===== config.mk =====
export PLATFORM = sky130hd
export DESIGN_NAME = fourier_result_reader_flat
export DESIGN_NICKNAME = d
export VERILOG_FILES = /design/src/rtl/fourier_result_reader_if.sv /design/src/rtl/fourier_result_reader.sv /design/src/flat_wrapper.sv
export SDC_FILE = /design/constraint.sdc
export NUM_CORES = 1
export LEC_CHECK = 0
export BUFFER_PORTS_ARGS = -buffer_cell sky130_fd_sc_hd__buf_2
export CORE_ASPECT_RATIO = 1.75
export CORE_MARGIN = 2
export CORE_UTILIZATION = 45
export DETAILED_ROUTE_END_ITERATION = 10
export PLACE_DENSITY = 0.7
export SLEW_MARGIN = 10
export SYNTH_ARGS = -nofsm -noshare
export SYNTH_HDL_FRONTEND = slang
export SYNTH_SLANG_ARGS = --single-unit

===== constraint.sdc =====
create_clock -name clk -period 6.3 [get_ports clk]
set_clock_uncertainty 0.1 [all_clocks]
set_input_delay 0.945 -clock clk [delete_from_list [all_inputs] [get_ports clk]]
set_output_delay 0.945 -clock clk [all_outputs]
set_load 0.005 [all_outputs]

===== src/rtl/fourier_result_reader_if.sv =====
`default_nettype none
// ============================================================================
// Module   : fourier_result_reader_if
// Purpose  : Bundles the Fourier core register read port (reg_addr/reg_data)
//            and the outgoing valid/ready result stream into one interface.
//            The master modport is the result reader; the slave modport is
//            the core plus downstream consumer seen from the other side.
// Revision : 1.0  initial release
// ============================================================================
interface fourier_result_reader_if #(
    parameter int DATA_W = 32,
    parameter int ADDR_W = 32
);
    // Register read port towards the core
    logic [ADDR_W-1:0] reg_addr;
    logic [DATA_W-1:0] reg_data;

    // Result stream towards the consumer
    logic [DATA_W-1:0] out_data;
    logic              out_valid;
    logic              out_ready;
    logic              out_last;

    modport master (
        output reg_addr,
        input  reg_data,
        output out_data,
        output out_valid,
        output out_last,
        input  out_ready
    );

    modport slave (
        input  reg_addr,
        output reg_data,
        input  out_data,
        input  out_valid,
        input  out_last,
        output out_ready
    );
endinterface
`default_nettype wire


===== src/rtl/fourier_result_reader.sv =====
`default_nettype none
// ============================================================================
// Module   : fourier_result_reader
// Purpose  : Result-drain engine for the Fourier core. When the core asserts
//            done, the read port is swept from address 0 to NUM_WORDS-1 and
//            each word is forwarded on a valid/ready stream, the final word
//            flagged with out_last. Completed frames are counted and a sticky
//            flag records done falling while a sweep is in flight.
// Revision : 1.0  initial release
// ============================================================================
module fourier_result_reader #(
    parameter int DATA_W       = 32,
    parameter int ADDR_W       = 32,
    parameter int NUM_WORDS    = 16,   // words per frame, >= 1
    parameter int READ_LATENCY = 0,    // 0..3 cycles from reg_addr to reg_data
    parameter int COUNT_W      = 16
) (
    input  wire logic                   clk,
    input  wire logic                   reset,      // asynchronous, active low
    input  wire logic                   done,
    fourier_result_reader_if.master     bus,
    output logic                        busy,
    output logic [COUNT_W-1:0]          frame_count,
    output logic                        err_lost
);

    // ------------------------------------------------------------------------
    // Constants
    // ------------------------------------------------------------------------
    // The wait counter only has to reach READ_LATENCY, which is at most 3.
    localparam logic [1:0]        c_LAT       = 2'(READ_LATENCY);
    localparam logic [ADDR_W-1:0] c_LAST_ADDR = ADDR_W'(NUM_WORDS - 1);

    typedef enum logic [1:0] {
        S_IDLE   = 2'd0,   // waiting for done
        S_WAIT   = 2'd1,   // letting reg_data settle for the current address
        S_OUT    = 2'd2,   // presenting the captured word downstream
        S_FINISH = 2'd3    // frame complete, waiting for done to drop
    } state_t;

    // ------------------------------------------------------------------------
    // Registers and next-state wires
    // ------------------------------------------------------------------------
    state_t              r_state;
    state_t              w_state_nxt;
    logic [1:0]          r_wait_cnt;
    logic [1:0]          w_wait_cnt_nxt;
    logic [ADDR_W-1:0]   r_addr;
    logic [ADDR_W-1:0]   w_addr_nxt;
    logic [DATA_W-1:0]   r_out_data;
    logic [DATA_W-1:0]   w_out_data_nxt;
    logic                r_out_valid;
    logic                w_out_valid_nxt;
    logic                r_out_last;
    logic                w_out_last_nxt;
    logic [COUNT_W-1:0]  r_frame_count;
    logic [COUNT_W-1:0]  w_frame_count_nxt;
    logic                r_err_lost;
    logic                w_err_lost_nxt;

    logic                w_handshake;
    logic                w_in_sweep;

    assign w_handshake = r_out_valid & bus.out_ready;
    assign w_in_sweep  = (r_state == S_WAIT) || (r_state == S_OUT);

    // Next-state and next-output decode; every value holds unless a state says otherwise
    always_comb begin
        w_state_nxt       = r_state;
        w_wait_cnt_nxt    = r_wait_cnt;
        w_addr_nxt        = r_addr;
        w_out_data_nxt    = r_out_data;
        w_out_valid_nxt   = r_out_valid;
        w_out_last_nxt    = r_out_last;
        w_frame_count_nxt = r_frame_count;
        // Losing done mid-sweep is only recorded; the sweep itself runs to the end.
        w_err_lost_nxt    = r_err_lost | (w_in_sweep & ~done);

        case (r_state)
            S_IDLE: begin
                w_addr_nxt = '0;
                if (done) begin
                    w_state_nxt    = S_WAIT;
                    w_wait_cnt_nxt = 2'd0;
                end
            end

            S_WAIT: begin
                if (r_wait_cnt == c_LAT) begin
                    w_out_data_nxt  = bus.reg_data;
                    w_out_last_nxt  = (r_addr == c_LAST_ADDR);
                    w_out_valid_nxt = 1'b1;
                    w_state_nxt     = S_OUT;
                end else begin
                    w_wait_cnt_nxt = r_wait_cnt + 2'd1;
                end
            end

            S_OUT: begin
                // Address only moves on the handshake so the core sees a
                // stable address for the whole WAIT/OUT span of one word.
                if (w_handshake) begin
                    w_out_valid_nxt = 1'b0;
                    if (r_out_last) begin
                        w_addr_nxt        = '0;
                        w_frame_count_nxt = r_frame_count + COUNT_W'(1);
                        w_state_nxt       = S_FINISH;
                    end else begin
                        w_addr_nxt     = r_addr + ADDR_W'(1);
                        w_wait_cnt_nxt = 2'd0;
                        w_state_nxt    = S_WAIT;
                    end
                end
            end

            S_FINISH: begin
                // Hold here until done drops so one done level yields one frame.
                if (!done) begin
                    w_state_nxt = S_IDLE;
                end
            end

            default: begin
                w_state_nxt = S_IDLE;
            end
        endcase
    end

    // State and datapath registers with asynchronous active-low clear
    always_ff @(posedge clk or negedge reset) begin
        if (!reset) begin
            r_state       <= S_IDLE;
            r_wait_cnt    <= 2'd0;
            r_addr        <= '0;
            r_out_data    <= '0;
            r_out_valid   <= 1'b0;
            r_out_last    <= 1'b0;
            r_frame_count <= '0;
            r_err_lost    <= 1'b0;
        end else begin
            r_state       <= w_state_nxt;
            r_wait_cnt    <= w_wait_cnt_nxt;
            r_addr        <= w_addr_nxt;
            r_out_data    <= w_out_data_nxt;
            r_out_valid   <= w_out_valid_nxt;
            r_out_last    <= w_out_last_nxt;
            r_frame_count <= w_frame_count_nxt;
            r_err_lost    <= w_err_lost_nxt;
        end
    end

    // ------------------------------------------------------------------------
    // Outputs
    // ------------------------------------------------------------------------
    assign bus.reg_addr  = r_addr;
    assign bus.out_data  = r_out_data;
    assign bus.out_valid = r_out_valid;
    assign bus.out_last  = r_out_last;
    assign busy          = (r_state != S_IDLE);
    assign frame_count   = r_frame_count;
    assign err_lost      = r_err_lost;

endmodule
`default_nettype wire


===== src/flat_wrapper.sv =====
// flat-port wrapper written by rule: the top's interface ports become plain ports
module fourier_result_reader_flat 
#(
    parameter int DATA_W       = 32,
    parameter int ADDR_W       = 32,
    parameter int NUM_WORDS    = 16,                           
    parameter int READ_LATENCY = 0,                                            
    parameter int COUNT_W      = 16
)
  (clk, reset, done, busy, frame_count, err_lost, bus_reg_addr, bus_reg_data, bus_out_data, bus_out_valid, bus_out_last, bus_out_ready);
  fourier_result_reader_if #(.DATA_W(DATA_W), .ADDR_W(ADDR_W)) bus_i ();
  input  wire logic clk;
  input  wire logic reset;
  input  wire logic done;
  output logic busy;
  output logic [COUNT_W-1:0] frame_count;
  output logic err_lost;
  output wire logic [$bits(bus_i.reg_addr)-1:0] bus_reg_addr;
  input wire logic [$bits(bus_i.reg_data)-1:0] bus_reg_data;
  output wire logic [$bits(bus_i.out_data)-1:0] bus_out_data;
  output wire logic [$bits(bus_i.out_valid)-1:0] bus_out_valid;
  output wire logic [$bits(bus_i.out_last)-1:0] bus_out_last;
  input wire logic [$bits(bus_i.out_ready)-1:0] bus_out_ready;
  assign bus_reg_addr = bus_i.reg_addr;
  assign bus_i.reg_data = bus_reg_data;
  assign bus_out_data = bus_i.out_data;
  assign bus_out_valid = bus_i.out_valid;
  assign bus_out_last = bus_i.out_last;
  assign bus_i.out_ready = bus_out_ready;
  fourier_result_reader #(.DATA_W(DATA_W), .ADDR_W(ADDR_W), .NUM_WORDS(NUM_WORDS), .READ_LATENCY(READ_LATENCY), .COUNT_W(COUNT_W)) u_core (.clk(clk), .reset(reset), .done(done), .bus(bus_i), .busy(busy), .frame_count(frame_count), .err_lost(err_lost));
endmodule

After elaboration in Yosys (flattened, before gate mapping)
Index checks and enable logic that the tools add are counted.
- bits in registers: 87
- bits of input ports: 36
- output and inout bits: 84
- word-level logic and storage cells: 55
- add/sub/neg operators: 3
- eq/ne operators: 10
- mux-type cells: 17
- bitwise gates (word level): 4
- reduce and logical (&&, ||, !) cells: 13
- operators by type and width (operator ; number):
    two-way mux 32 bit ; 2
    one-hot mux 32 bit (2 select lines) ; 1
    adder 32 x 1 -> 32 bit (second input constant) ; 1
    equality test 32 x 4 -> 1 bit (second input constant) ; 1
    two-way mux 2 bit ; 9
    adder 16 x 1 -> 16 bit (second input constant) ; 1
    != test 2 bit (second input constant) ; 5
    one-hot mux 2 bit (4 select lines) ; 1
    one-hot mux 2 bit (3 select lines) ; 1
    AND reduction 3 bit ; 2
    nonzero test 2 bit ; 3
    AND reduction 5 bit ; 1
    equality test 2 bit (second input constant) ; 2
    zero test 2 bit ; 2
    AND reduction 2 bit ; 2
    AND reduction 4 bit ; 1
    nonzero test 3 bit ; 1
    adder 2 x 1 -> 2 bit (second input constant) ; 1
    AND 1 bit ; 2
    equality test 2 x 1 -> 1 bit (second input constant) ; 1
    two-way mux 1 bit ; 2
    != test 2 x 1 -> 1 bit (second input constant) ; 1
    one-hot mux 1 bit (2 select lines) ; 1
    logical OR 1 bit ; 1
    other kinds (2) ; 2

Logic depth before layout (Yosys ltp)
- word-level depth: 4
- depth in mapped cells: 8

Worst setup path after synthesis
No wires, ideal clock.
- path kind: input port to flip-flop
- from: in bus_out_ready
- to: reg u_core.r_frame_count[11] (netlist: u_core.frame_count[11])
- library setup time: 0.124 ns
- arrival time: 1.956 ns
- data required time: 6.076 ns
- path slack: 4.121 ns
- cell stages on the path: 6
- buffers on the path: 2
- cells stage by stage: and4_1 -> clkbuf_1 -> and4_1 -> clkbuf_1 -> nand4_1 -> xnor2_1
- cells in the longest elaborated chain, start to end: 2
- RTL lines (item ; line ; source):
    from (decl) ; flat_wrapper.sv:23 ; input wire logic [$bits(bus_i.out_ready)-1:0] bus_out_ready;
    AND 1 bit ; fourier_result_reader.sv:64 ; assign w_handshake = r_out_valid & bus.out_ready;
    AND reduction 3 bit (no source line) ; n/a ;
    to (signal assigned) ; fourier_result_reader.sv:147 ; r_frame_count <= w_frame_count_nxt;
    to (decl) ; fourier_result_reader.sv:56 ; logic [COUNT_W-1:0] r_frame_count;
No other way between the ends.
A chain may end at the register's enable or synchronous reset.

Worst setup path in the final report
- from: reg u_core.r_state[0]
- to: reg u_core.r_addr[28] (netlist: u_core.bus.reg_addr[28])
- cells in the longest elaborated chain, start to end: 3
- RTL lines (item ; line ; source):
    from (decl) ; fourier_result_reader.sv:44 ; state_t r_state;
    from (signal assigned) ; fourier_result_reader.sv:141 ; r_state <= w_state_nxt;
    equality test 2 bit or zero test 2 bit (tied branches) ; fourier_result_reader.sv:79 ; case (r_state)
    != test 2 x 1 -> 1 bit (no source line) or nonzero test 2 bit (tied branches) ; n/a ;
    AND reduction 2 bit (no source line) ; n/a ;
    to (signal assigned) ; fourier_result_reader.sv:143 ; r_addr <= w_addr_nxt;
    to (decl) ; fourier_result_reader.sv:48 ; logic [ADDR_W-1:0] r_addr;
Parallel ways exist; a longest one is shown, timed or not.

==> flow_results.org <==
** Status
- Result of the run :: completed

** Floorplanning
- Measured along the y axis, the die boundary spans about 130 um.
- The floorplan has 47 rows.
- For this configuration, the core starts out at a cell density of 0.4646.
- The floorplan step set the die width to between 70 and 80 um.
- Total Die Area :: ~11000 um^2
- I/O pin count :: 120
- Core region area :: ~9500 um^2

** Yosys
- Number of synthesized flops with an enable pin :: 0
- Flop and latch count out of synthesis :: 87
- After synthesis, the cell types taking the most area are sky130_fd_sc_hd__dfrtp_1 49%, sky130_fd_sc_hd__mux2_2 8.4%, sky130_fd_sc_hd__o21ai_0 3.0%, sky130_fd_sc_hd__a31oi_1 2.8%, sky130_fd_sc_hd__nand2_1 2.7%.
- The synthesized netlist contains 57 unique library cells.
- Among all flip-flop cells after synthesis, the most frequent one is sky130_fd_sc_hd__dfrtp_1.
- Most repeated cell in the gate-level netlist after synthesis :: sky130_fd_sc_hd__dfrtp_1
- Of the post-synthesis cell area, the dominant cell type holds 0.4949.
- Sequential element share of the synthesized area :: 0.4949
- In the synthesized netlist the async set-or-reset flop fraction comes to 1.000.
- Post-synth design cell area :: about 4400 um^2
- The average instance in the mapped netlist occupies approximately 11 um^2.
- Post-synth top area cell :: sky130_fd_sc_hd__dfrtp_1
- For this run, the number of Yosys warnings is 0.
- Gate count after technology mapping :: around 420
- Number of nets produced by synthesis :: around 460
- By count the netlist is led by 87 x sky130_fd_sc_hd__dfrtp_1, 33 x sky130_fd_sc_hd__mux2_2, 32 x sky130_fd_sc_hd__nand2_1, 26 x sky130_fd_sc_hd__o21ai_0.

** Route
- Routed length per instance :: ~18 um
- For this run, design rule violations remaining after detail routing come to 0.
- The detail route stage leaves a number of antenna-violating nets equal to 0.
- The detailed router finished its first iteration with roughly 440 violations.
- Detailed routing inserted a total of approximately 3900 vias.
- Vias per inst :: between 5 and 6
- Post-detailed-routing wire length :: approximately 11000 um
- Pre-antenna DRT Iters :: 5

** Timing
- Transition time at the pin with the least slew margin :: approximately 1.3 ns
- Summed over all failing endpoints, the final setup total negative slack is 0 ns.
- In the finished design, the share of the clock period the worst path needs comes to 0.4496.
- Minimum period implied by the final worst setup slack :: between 2 and 3 ns
- The hold violation total from the final report came to 0.
- Slew Limit Fails :: 0
- Setup violations remaining at the end of the flow were counted as 0.
- In this run the tightest slew margin relative to its limit is 0.1461.
- RSZ-0062 raised after global routing :: false
- Max Clk Rate :: about 0.35 GHz
- In the post-route analysis, the smallest setup slack over all paths is between 3 and 4 ns.

** Worst setup path
- For this run, the slowest stage of the critical path takes 1.05 ns.
- On the critical path, the stage with the largest delay is an instance of sky130_fd_sc_hd__and3_1.
- Cell family contributing the most delay on the critical path :: simple AND/OR/NAND/NOR gates
- Beginning of the critical path :: u_core.r_state[0]
- Beginning of the worst register-to-register path :: u_core.r_state[0]
- Endpoint kind of the worst setup timing path :: flop
- Buffering stage count on the worst path with inverters included :: 1
- STA classifies the critical path startpoint as a flop.
- The setup check on the worst reg-to-reg path leaves a slack of between 3 and 4 ns.
- The worst setup path is of the flop to flop kind.
- Data arrival, critical path :: between 2 and 3 ns
- At the worst endpoint, the required time is approximately 6.5 ns.
- Maximum fanout count along the critical path :: 35
- Cell-by-cell trace of the critical path :: inv_1, ha_1, nor2b_1, and3_1, o311ai_0, o211ai_1

** Clocking
- Counting the buffers created by CTS gives 9.
- Clock-pin slew on the worst setup and hold paths :: roughly 0.060 ns
- The H-tree was split into 3 levels.
- TritonCTS clock tree :: built
- In this run, post-CTS repair resized a total of 0 instances.
- Clock Sink Count :: 87
- Post-CTS Hold Fix Bufs :: 0
- Root buffer cell :: sky130_fd_sc_hd__clkbuf_16
- No sink is reached through more buffers than the 2 on the longest clock path.
- The clock reaches the later pin of the worst-skew pair after 0.34 ns.
- Once the clock tree was built, the setup fixing pass inserted 0 buffers.

** Placement
- At the placement stage, the worst setup path has a slack of between 3 and 4 ns.
- Number of instances in the placed design :: between 600 and 700
- Estimated wirelength of the detail-placed design :: about 8300 um
- Area after detailed placement :: around 5000 um^2
- Routability-driven placement finished with a final weighted congestion of between 0.8 and 0.9.
- Buffers placed on the I/O ports in this run total between 100 and 150.

** Final layout
- Fraction of final layout cells sized beyond drive strength 1 :: 0.3409
- Summing all non-filler instances in the final layout gives an area of about 5300 um^2.
- Layout-stage area growth over the synthesis result :: 20.99%
- The finished layout holds between 600 and 700 standard cells, fillers aside.
- After the last flow step, the layout net total stands at 568.
- Antenna Cells :: 0
- Measured on the finished design, the core utilization comes to 0.5622.

** Power
- Largest voltage drop on the vdd net :: 0.0002652 V
- The analysis attributes to net switching a power of around 630 uW.
- The analysis attributes to cell leakage a power of approximately 2.5 nW.
- Of the total power, the share spent switching nets is 0.3250.
- Share of total power in the clock network :: 0.278
- The internal portion of the total power is 1.304 mW.
- Power Dens Cells :: 363.1 nW/um^2
- Combinational share of power :: 0.323
- Proportion of power drawn by flip-flops and latches :: 0.400

** GRT
- For this run, the total global-route usage over all layers was measured as 0.2203.
- Pin count of the biggest net entering global routing :: between 60 and 70
- Number of global-route vias before repair :: between 3000 and 4000
- The initial antenna violation count came to 0.
- Global-route wire length before repair :: roughly 19000 um
- After global routing the overflow that remains totals 0.

** Worst hold path
- In this run the worst hold path is classified as flop to flop.
- Hold_sp :: u_core.err_lost

** Job
- Across the run, the number of max-cap violations was 0.
[cells by family after synthesis]
group           Yosys count  synth area share
compound gates           90            0.1348
flops                    87            0.4949
buf+inv                  39           0.04237
simple gates            143            0.1834
xor+xnor                 15           0.02986
mux                      35           0.08902
fa+ha+maj                 9           0.02560
[routing by layer]
| metal | GRT usage | vias to the layer above | wire, um | part of all wire |
|---|---|---|---|---|
| met2 | 0.3822 | 202 | 6024 | 0.53 |
| met5 | 0 | - | 0 | 0 |
| met4 | 0.1199 | 0 | 408 | 0.036 |
| met3 | 0.04278 | 37 | 778 | 0.068 |
| li1 | - | 1778 | - | - |
| met1 | 0.2519 | 1882 | 4249 | 0.37 |
[state kept, by name, indices dropped and copies added, names as in the netlist]
signal                count
u_core.bus.out_data      32
u_core.bus.reg_addr      32
u_core.frame_count       16
u_core.r_state            2
u_core.r_wait_cnt         2
u_core.bus.out_last       1
u_core.bus.out_valid      1
u_core.err_lost           1
[path summary, 6_finish.rpt]
| path | end | cells after the start |
|---|---|---|
| max | u_core.bus.reg_addr[28] | 6 |
| min | u_core.err_lost | 1 |
| max reg2reg | u_core.bus.reg_addr[28] | 6 |
| min reg2reg | u_core.err_lost | 1 |
| max in group asynchronous | u_core.bus.reg_addr[15] | 2 |
| min in group asynchronous | u_core.bus.out_data[11] | 1 |
[final cells by class]
class | instances | area, um^2
Timing Repair Buffer | 121 | 613.1
Multi-Input combinational cell | 292 | 2036
Sequential cell | 87 | 2177
Inverter | 12 | 45.04
Clock buffer | 10 | 229.0
Tap cell | 122 | 152.6
Fill cell | 865 | 4145
Clock inverter | 6 | 70.07
[power by group through the flow]
stage | Clock [mW] | Combinational [mW] | Sequential [mW]
finish | 0.537 | 0.624 | 0.772
global route | 0.568 | 0.690 | 0.786
CTS | 0.544 | 0.634 | 0.771
detailed placement | 0 | 0.632 | 0.779
global placement | 0 | 0.606 | 0.770
floorplan | 0 | 0.399 | 0.782
[per-stage QoR]
step	hold slack [ns]	total power, mW
final	0.3569	1.933
after global routing	0.3831	2.044
after CTS	0.3607	1.949
after detailed placement	0.3466	1.412
after global placement	0.3380	1.377
after floorplan	0.3510	1.181
[cell usage in the layout, fill, tap and decap left out, drive strengths merged, types with 18 or more instances in the layout]
cell	count
nand4	18
nand2	32
nand3	21
a31oi	20
nor4	20
o21ai	26
buf	121
mux2	33
dfrtp	87
(Power assumes the default switching activity.)
